===== src/rtl/tetris_pkg.sv =====
// Shared constants, base-point table and FSM encoding for the Tetris score path.
package tetris_pkg;

  localparam logic [13:0] SCORE_MAX       = 14'd9999;
  localparam logic [3:0]  MAX_LEVEL       = 4'd9;
  localparam logic [3:0]  LINES_PER_LEVEL = 4'd10;

  typedef enum logic [1:0] {
    ST_IDLE = 2'd0,
    ST_ADD  = 2'd1,
    ST_UPD  = 2'd2
  } state_t;

  // Base points for a single clear; illegal counts map to 0.
  function automatic logic [3:0] pts(input logic [2:0] n);
    case (n)
      3'd1:    pts = 4'd1;
      3'd2:    pts = 4'd3;
      3'd3:    pts = 4'd5;
      3'd4:    pts = 4'd8;
      default: pts = 4'd0;
    endcase
  endfunction

endpackage


===== src/rtl/sat_add14.sv =====
// Combinational 14-bit adder that clamps its result at SCORE_MAX.
module sat_add14
  import tetris_pkg::*;
(
  input  logic [13:0] i_a,
  input  logic [13:0] i_b,
  output logic [13:0] o_sum
);

  logic [14:0] w_sum;

  // One extra bit keeps the carry so the clamp sees the true sum instead of a wrapped value.
  assign w_sum = {1'b0, i_a} + {1'b0, i_b};
  assign o_sum = (w_sum > {1'b0, SCORE_MAX}) ? SCORE_MAX : w_sum[13:0];

endmodule


===== src/rtl/score_keeper.sv =====
// Tetris score/lines/level accumulator: points x (level+1) by repeated addition, saturating at 9999.
module score_keeper
  import tetris_pkg::*;
(
  input  logic        clk,
  input  logic        reset,
  input  logic        game_new,
  input  logic        game_over,
  input  logic        clear_valid,
  input  logic [2:0]  clear_lines,
  output logic        clear_ready,
  output logic [13:0] score,
  output logic [13:0] lines_total,
  output logic [3:0]  level,
  output logic        busy
);

  state_t      r_state;
  logic [13:0] r_score;
  logic [13:0] r_lines;
  logic [3:0]  r_level;
  logic [3:0]  r_rep;
  logic [3:0]  r_lvl_lines;
  logic [3:0]  r_base;
  logic [2:0]  r_n;

  logic        w_accept;
  logic        w_legal;
  logic [13:0] w_score_next;
  logic [13:0] w_lines_next;
  logic [4:0]  w_lvl_sum;
  logic [4:0]  w_lvl_wrap;

  assign clear_ready = (r_state == ST_IDLE) & ~game_over;
  assign busy        = (r_state != ST_IDLE);
  assign score       = r_score;
  assign lines_total = r_lines;
  assign level       = r_level;

  assign w_accept   = clear_valid & clear_ready;
  assign w_legal    = (clear_lines != 3'd0) && (clear_lines <= 3'd4);
  assign w_lvl_sum  = {1'b0, r_lvl_lines} + {2'b00, r_n};
  assign w_lvl_wrap = w_lvl_sum - {1'b0, LINES_PER_LEVEL};

  sat_add14 u_score_add (
    .i_a   (r_score),
    .i_b   ({10'd0, r_base}),
    .o_sum (w_score_next)
  );

  sat_add14 u_lines_add (
    .i_a   (r_lines),
    .i_b   ({11'd0, r_n}),
    .o_sum (w_lines_next)
  );

  // NOTE: all state uses non-blocking assignments so every register samples pre-edge values.
  always_ff @(posedge clk) begin
    if (reset || game_new) begin
      r_state     <= ST_IDLE;
      r_score     <= '0;
      r_lines     <= '0;
      r_level     <= '0;
      r_rep       <= '0;
      r_lvl_lines <= '0;
      r_base      <= '0;
      r_n         <= '0;
    end else begin
      case (r_state)
        ST_IDLE: begin
          if (w_accept && w_legal) begin
            r_base  <= pts(clear_lines);
            r_n     <= clear_lines;
            r_rep   <= r_level;
            r_state <= ST_ADD;
          end
        end
        ST_ADD: begin
          r_score <= w_score_next;
          if (r_rep == 4'd0) r_state <= ST_UPD;
          else               r_rep   <= r_rep - 4'd1;
        end
        ST_UPD: begin
          r_lines <= w_lines_next;
          // A single event adds at most 4 lines, so one wrap is enough.
          if (w_lvl_sum >= {1'b0, LINES_PER_LEVEL}) begin
            r_lvl_lines <= w_lvl_wrap[3:0];
            if (r_level != MAX_LEVEL) r_level <= r_level + 4'd1;
          end else begin
            r_lvl_lines <= w_lvl_sum[3:0];
          end
          r_state <= ST_IDLE;
        end
        default: r_state <= ST_IDLE;
      endcase
    end
  end

endmodule


===== config.mk =====
export PLATFORM = sky130hd
export DESIGN_NAME = score_keeper
export DESIGN_NICKNAME = d
export VERILOG_FILES = /design/src/rtl/tetris_pkg.sv /design/src/rtl/sat_add14.sv /design/src/rtl/score_keeper.sv
export SDC_FILE = /design/constraint.sdc
export NUM_CORES = 1
export LEC_CHECK = 0
export CORE_MARGIN = 3
export CORE_UTILIZATION = 46
export DETAILED_ROUTE_END_ITERATION = 8
export GPL_TIMING_DRIVEN = 0
export PLACE_DENSITY = 0.78
export SKIP_CTS_REPAIR_TIMING = 1
export SYNTH_ARGS = -nofsm -noshare
export SYNTH_HDL_FRONTEND = slang
export SYNTH_SLANG_ARGS = --single-unit
export TNS_END_PERCENT = 50

===== constraint.sdc =====
create_clock -name clk -period 7.6 [get_ports clk]
set_clock_uncertainty 0.05 [all_clocks]
set_input_delay 1.52 -clock clk [delete_from_list [all_inputs] [get_ports clk]]
set_output_delay 1.52 -clock clk [all_outputs]
set_load 0.01 [all_outputs]

==> results of run 1 <==
[worst max-delay path: cells and delay by family]
kind / cells / cell delay, ns
and+or+nand+nor: 1 / 0.18
buffers and inverters: 2 / 0.97
[sequential cells by signal, summed over array words and instances, names as in the netlist]
register     count
lines_total     14
score           14
r_rep            4
r_n              3
level            4
r_lvl_lines      4
r_state          2
r_base           4
[power breakdown]
group	internal [W]	switching [W]	total [W]	leakage, nW
Sequential	0.000257	0.000000795	0.000258	0.395
Clock	0.0000722	0.0000871	0.000159	0.0433
Combinational	0.00000991	0.0000145	0.0000244	0.825
Total	0.000339	0.000102	0.000442	1.26
[per-stage QoR]
| step | hold WS, ns | total power, W | std cells | worst slack [ns] | instance area (um2) |
|---|---|---|---|---|---|
| after floorplan | 0.3906 | 0.0002774 | 387 | 4.310 | 3054 |
| after global placement | 0.4000 | 0.0002879 | 505 | 3.354 | 3561 |
| after detailed placement | 0.4087 | 0.0002886 | 505 | 3.350 | 3561 |
| after CTS | 0.4220 | 0.0004463 | 512 | 3.349 | 3651 |
| after global routing | 0.4496 | 0.0004574 | 512 | 3.340 | 3651 |
| final | 0.4213 | 0.0004418 | 512 | 3.367 | 3651 |
[final cells by class]
cell class                      count  area, um2
Multi-Input combinational cell    303       1917
Clock buffer                        6      82.58
Fill cell                         591       2735
Timing Repair Buffer               41      410.4
Buffer                             21      103.9
Sequential cell                    49      980.9
Clock inverter                      1      7.507
Tap cell                           77      96.34
Inverter                           14      52.55
[final timing paths]
| check | from | to | slack (ns) | cells past startpoint |
|---|---|---|---|---|
| worst min register to register | r_lvl_lines[0] | r_lvl_lines[0] | 0.42 | 2 |
| worst max-delay path | game_over | clear_ready | 3.37 | 3 |
| worst min-delay path | r_lvl_lines[0] | r_lvl_lines[0] | 0.42 | 2 |
| worst max register to register | score[0] | score[7] | 4.57 | 13 |
[kinds of logic (layout without fill, tap and decap cells)]
kind of cell | count (synthesis) | count (layout) | share of synthesized area
buffers and inverters | 35 | 83 | 0.05121
muxes | 9 | 9 | 0.03032
adders and majority gates | 18 | 18 | 0.08112
and+or+nand+nor | 153 | 153 | 0.2413
DFF | 49 | 49 | 0.3212
AOI/OAI and AO/OA | 103 | 103 | 0.2175
xor gates and xnor gates | 20 | 20 | 0.05735
[layout by cell type, fill, tap and decap left out, types with 3 or more instances in the layout]
| cell type | synthesis | final |
|---|---|---|
| nor4_1 | 3 | 3 |
| o21a_1 | 4 | 4 |
| a31oi_1 | 11 | 11 |
| buf_2 | 3 | 3 |
| a21o_1 | 3 | 3 |
| and2_1 | 5 | 5 |
| or2_2 | 3 | 3 |
| clkbuf_1 | 13 | 13 |
| nand2_1 | 38 | 38 |
| xor2_1 | 11 | 11 |
| nor3_1 | 12 | 12 |
| nand2b_1 | 5 | 5 |
| mux2i_1 | 7 | 7 |
| o21ai_0 | 15 | 15 |
| xnor2_1 | 9 | 9 |
| nand4_1 | 7 | 7 |
| nand4b_1 | 3 | 3 |
| nand3_1 | 8 | 8 |
| nor2_1 | 51 | 51 |
| o21ai_1 | 3 | 3 |
| clkbuf_8 | 0 | 6 |
| inv_1 | 14 | 14 |
| nor2b_1 | 6 | 6 |
| dfxtp_1 | 49 | 49 |
| a211oi_1 | 7 | 7 |
| fa_1 | 3 | 3 |
| clkdlybuf4s50_1 | 0 | 41 |
| ha_1 | 15 | 15 |
| nand3b_1 | 3 | 3 |
| a21oi_1 | 40 | 40 |
[per-layer routing]
layer  wire length, um  GRT usage
met2              3830     0.3534
met4                63    0.06276
met5                 0          0
met1              3528     0.2570
met3               282    0.02649
==> metrics.txt, run 1 <==
DR WL/cell=between 15 and 20 um; Crit Path Max Fanout=2; vias in the first global route=approximately 2800; Cell Chain, Critical Path=clkdlybuf4s50_1 -> nor2_1 -> clkdlybuf4s50_1; initial antenna violation count=0; largest net degree at the start of global routing=15; Mapped Cells=slightly below 400; EDFF count, synth=0; power per cell area=121.0 nW/um2; layout cells sized above 1=0.05977; Slew headroom=0.5808; fin crit share=0.5569; Mapped Area=3054 um2; pins over their slew limit=0; Final Hold Fails=0; TritonCTS clock tree=yes; Seq/Total Area, Yosys=0.3212; RSZ-0062 raised after global routing=no; diode count=0; Starting Density=0.4783; Final Setup Violations=0; Die H=about 90 um; vias per cell=around 5.8; setup TNS=0 ns; max_cap viols=0; Inserted Clock Buffers=5; most common cell in the netlist=nor2_1; Yosys top cell by area=dfxtp_1; Area contributors post-synth=dfxtp_1 (32%), a21oi_1 (6.6%), nor2_1 (6.3%); DRC=0; Setup CP Type=in -> out; global-route wire length before repair=12.70 mm; GPL Wtd Cong=just over 0.9; Yosys warnings=0; Avg Cell Area, Syn=7.892 um2; total iterations of the first detailed-routing run=4; # rows=29; Lkg Pwr=approximately 1.3 nW; CP max stage cell=clkdlybuf4s50_1; status=completed; Worst setup SP type=input pin; Primary FF master, synth=dfxtp_1; Synth cell types=56; Area growth syn-to-layout=19.54%; Top cell by count, worst path=clkdlybuf4s50_1; DRT iter0 DRCs=between 100 and 150; Mapped Nets=around 410; worst-skew pair later-pin latency=roughly 0.30 ns; Async S/R FF share, synth=0; IO Count=42; # H-tree levels=2; core area=between 6000 and 7000 um2; most instantiated cells after synthesis=nor2_1 (51), dfxtp_1 (49), a21oi_1 (40); Finished Core Util=0.5717; worst-margin pin slew=between 0.6 and 0.7 ns; Die X=87.49 um; drt total wl=7.704 mm; clock-pin slew on the worst setup and hold paths=approximately 0.090 ns; Worst Setup End Kind=primary output; CTS Buffer Depth=2; Buffers on Ports=between 40 and 50; Critical Path RT=6.03 ns; die area=approximately 7700 um2; arrival time at the worst endpoint=between 2 and 3 ns; synthesis-stage register bit count=49; post-layout min period=4.233 ns; Synth top area share=0.3212; # nets final=approximately 460; CTS root buffer=clkbuf_8; Worst IR Drop VDD=slightly above 0.00007 V; max incr delay on CP=0.57 ns; post-route ant nets=0; worst hold path class=reg -> reg; GR Util All Layers=0.2025; DP HPWL=between 5 and 6 mm; Via Count=between 2000 and 3000; f_max=~240 MHz; clk sinks=just under 50; GRT overflow=0
(Power assumes the default switching activity.)
==> run 2, diff against run 1 <==
PLACE_DENSITY = 0.81   (was 0.78)
clock period = 3.4 ns   (was 7.6 ns; I/O delays follow)
==> run 2 against run 1 <==
Compared with the run above: sequential power is 120% higher; global-route usage is 0.29 points higher; die area stayed put; clock power is 120% higher; non-clock buffer count stayed put; setup slack worse by 3.1 ns; utilization is 0.098 points lower; via count is 1.3% higher; count of clock-buffer cells in the layout is 1 higher; critical endpoint is now score[6]; combinational power is 130% higher.
==> metrics.txt, run 2 (synthesis results as in run 1) <==
status=completed; reg2reg path depth=13 (unchanged); Final Setup Violations=0 (unchanged); IO Count=42 (unchanged); largest net degree at the start of global routing=15 (unchanged); commonest cells after routing, fill and taps aside=nor2_1 (51), dfxtp_1 (49), clkdlybuf4s50_1 (41); # nets final=461 (unchanged); f_max=about 320 MHz; GRT overflow=0 (unchanged); CP max stage cell=fa_1; CTS Buffer Depth=2 (unchanged); setup TNS=0 ns (unchanged); CTS root buffer=clkbuf_8; GPL Wtd Cong=0.8854 (-2.3%); global-route wire length before repair=12.60 mm (-0.81%); Reg area=980.9 um2 (unchanged); vias per cell=5.815 (+1.1%); fin crit share=0.9077; Area growth syn-to-layout=19.34%; DRT iter0 DRCs=163 (+21%); layout cells sized above 1=0.05734 (-0.002431); pins over their slew limit=0 (unchanged); TritonCTS clock tree=yes; Layout fillers=592 (+0.17%); arrival time at the worst endpoint=3.22 ns (+0.56 ns); DR WL/cell=14.47 um (-3.9%); Worst setup SP type=flip-flop; Inserted Clock Buffers=5 (unchanged); final setup margin=0.3138 ns (-3.054 ns); Worst Setup End Kind=flip-flop; Lkg Pwr=1.258 nW (-0.38%); Crit Path Max Fanout=10 (+8); max_cap viols=0 (unchanged); core area=6386 um2 (unchanged); clk sinks=49 (unchanged); post-route ant nets=0 (unchanged); clock-pin slew on the worst setup and hold paths=0.09 ns (about the same); Worst R2R Setup Slack=0.31 ns (-4.26 ns); delay-heaviest family, CP=compound AO/OA/AOI/OAI gates; critical path depth=13 (+10); RR Startpoint=score[0]; CP Capture Point=score[6]; area of the multi-input gates=1917 um2 (unchanged); vias in the first global route=2712 (-4.0%); total iterations of the first detailed-routing run=4 (unchanged); Via Count=2983 (+1.3%); post-layout min period=roughly 3.1 ns; Starting Density=0.4783 (unchanged); # H-tree levels=2 (unchanged); worst hold path class=reg -> reg; Buffers on Ports=41 (unchanged); Die X=87.49 um (unchanged); Setup CP Type=reg -> reg; DP HPWL=5.416 mm (-6.4%); Cell Chain, Critical Path=ha_1 -> inv_1 -> fa_1 -> nand2b_1 -> a211oi_4 -> nand2_1 -> xnor2_1 -> nand2_1 -> o32a_1 -> buf_6 -> buf_8 -> o21ai_1 -> a21oi_1; total power draw=0.0009802 W (+120%); RSZ-0062 raised after global routing=no; Reg-to-Reg End=score[6]; initial antenna violation count=0 (unchanged); power per cell area=268.9 nW/um2 (+120%); Worst IR Drop VDD=0.0001477 V (+110%); Top cell by count, worst path=nand2_1; CP Buf/Inv Count=3 (+1); Placement Setup Slack=0.3849 ns (-2.965 ns); CP Launch Point=score[0]; die area=7654 um2 (unchanged); Critical Path RT=3.53 ns (-2.50 ns); DRC=0 (unchanged); max incr delay on CP=0.39 ns (-0.18 ns); drt total wl=7.421 mm (-3.7%); Slew headroom=0.5532 (-0.02759); Die H=87.49 um (unchanged); worst-skew pair later-pin latency=0.31 ns (about the same); worst-margin pin slew=0.6678 ns (+0.04123 ns); Final Hold Fails=0 (unchanged); Min Hold Slack=0.4226 ns (+0.001318 ns); # rows=29 (unchanged); commonest non-fill, non-tap cell in the layout=nor2_1; diode count=0 (unchanged); GR Util All Layers=0.2054 (+0.002943)
## run 2: final cells by class
type                       instances  share of cell area
buffer                            21             0.02849
clock buffer                       7             0.02094
clock inverter                     1            0.002060
inverter                          14             0.01442
multi-input combinational        303              0.5259
sequential                        49              0.2691
tap                               77             0.02643
timing repair buffer              41              0.1126
## run 2: routing by layer
layer	global-route usage	vias up	routed length [um]
li1	-	1472	-
met1	0.2770	1412	3410
met2	0.3247	87	3451
met3	0.03311	12	421
met4	0.08508	0	139
met5	0	-	0
## run 2: power breakdown
part | internal, W | leakage [nW] | switching (W)
Sequential | 0.000575 | 0.395 | 0.00000182
Clock | 0.000146 | 0.0385 | 0.000202
Combinational | 0.0000225 | 0.825 | 0.0000325
Total | 0.000744 | 1.26 | 0.000236
## run 2: through the flow
stage | util | area, um2 | cells
3_5_place_dp | 0.5576 | 3561 | 505
6_report | 0.5707 | 3645 | 513
2_1_floorplan | - | 3054 | 387
3_3_place_gp | 0.5576 | 3561 | 505
4_1_cts | 0.5707 | 3645 | 513
5_1_grt | 0.5707 | 3645 | 513
## run 2: worst register-to-register path, delay by kind of cell (launching register included)
| family | cells | cell delay, ns |
|---|---|---|
| AO/OA/AOI/OAI | 4 | 0.95 |
| XOR/XNOR | 1 | 0.20 |
| adder cells (fa/ha/maj) | 2 | 0.58 |
| buffers and inverters | 3 | 0.35 |
| flip-flops | 1 | 0.37 |
| AND/OR/NAND/NOR | 3 | 0.46 |
## run 2: worst min-delay path by stage
stage                              start             end  slack, ns  cells past startpoint
after global routing      r_lvl_lines[0]  r_lvl_lines[0]       0.44                      2
after global placement    r_lvl_lines[0]  r_lvl_lines[0]       0.40                      2
after floorplan           r_lvl_lines[0]  r_lvl_lines[0]       0.39                      2
after detailed placement  r_lvl_lines[0]  r_lvl_lines[0]       0.41                      2
after CTS                 r_lvl_lines[0]  r_lvl_lines[0]       0.42                      2
final                     r_lvl_lines[0]  r_lvl_lines[0]       0.42                      2
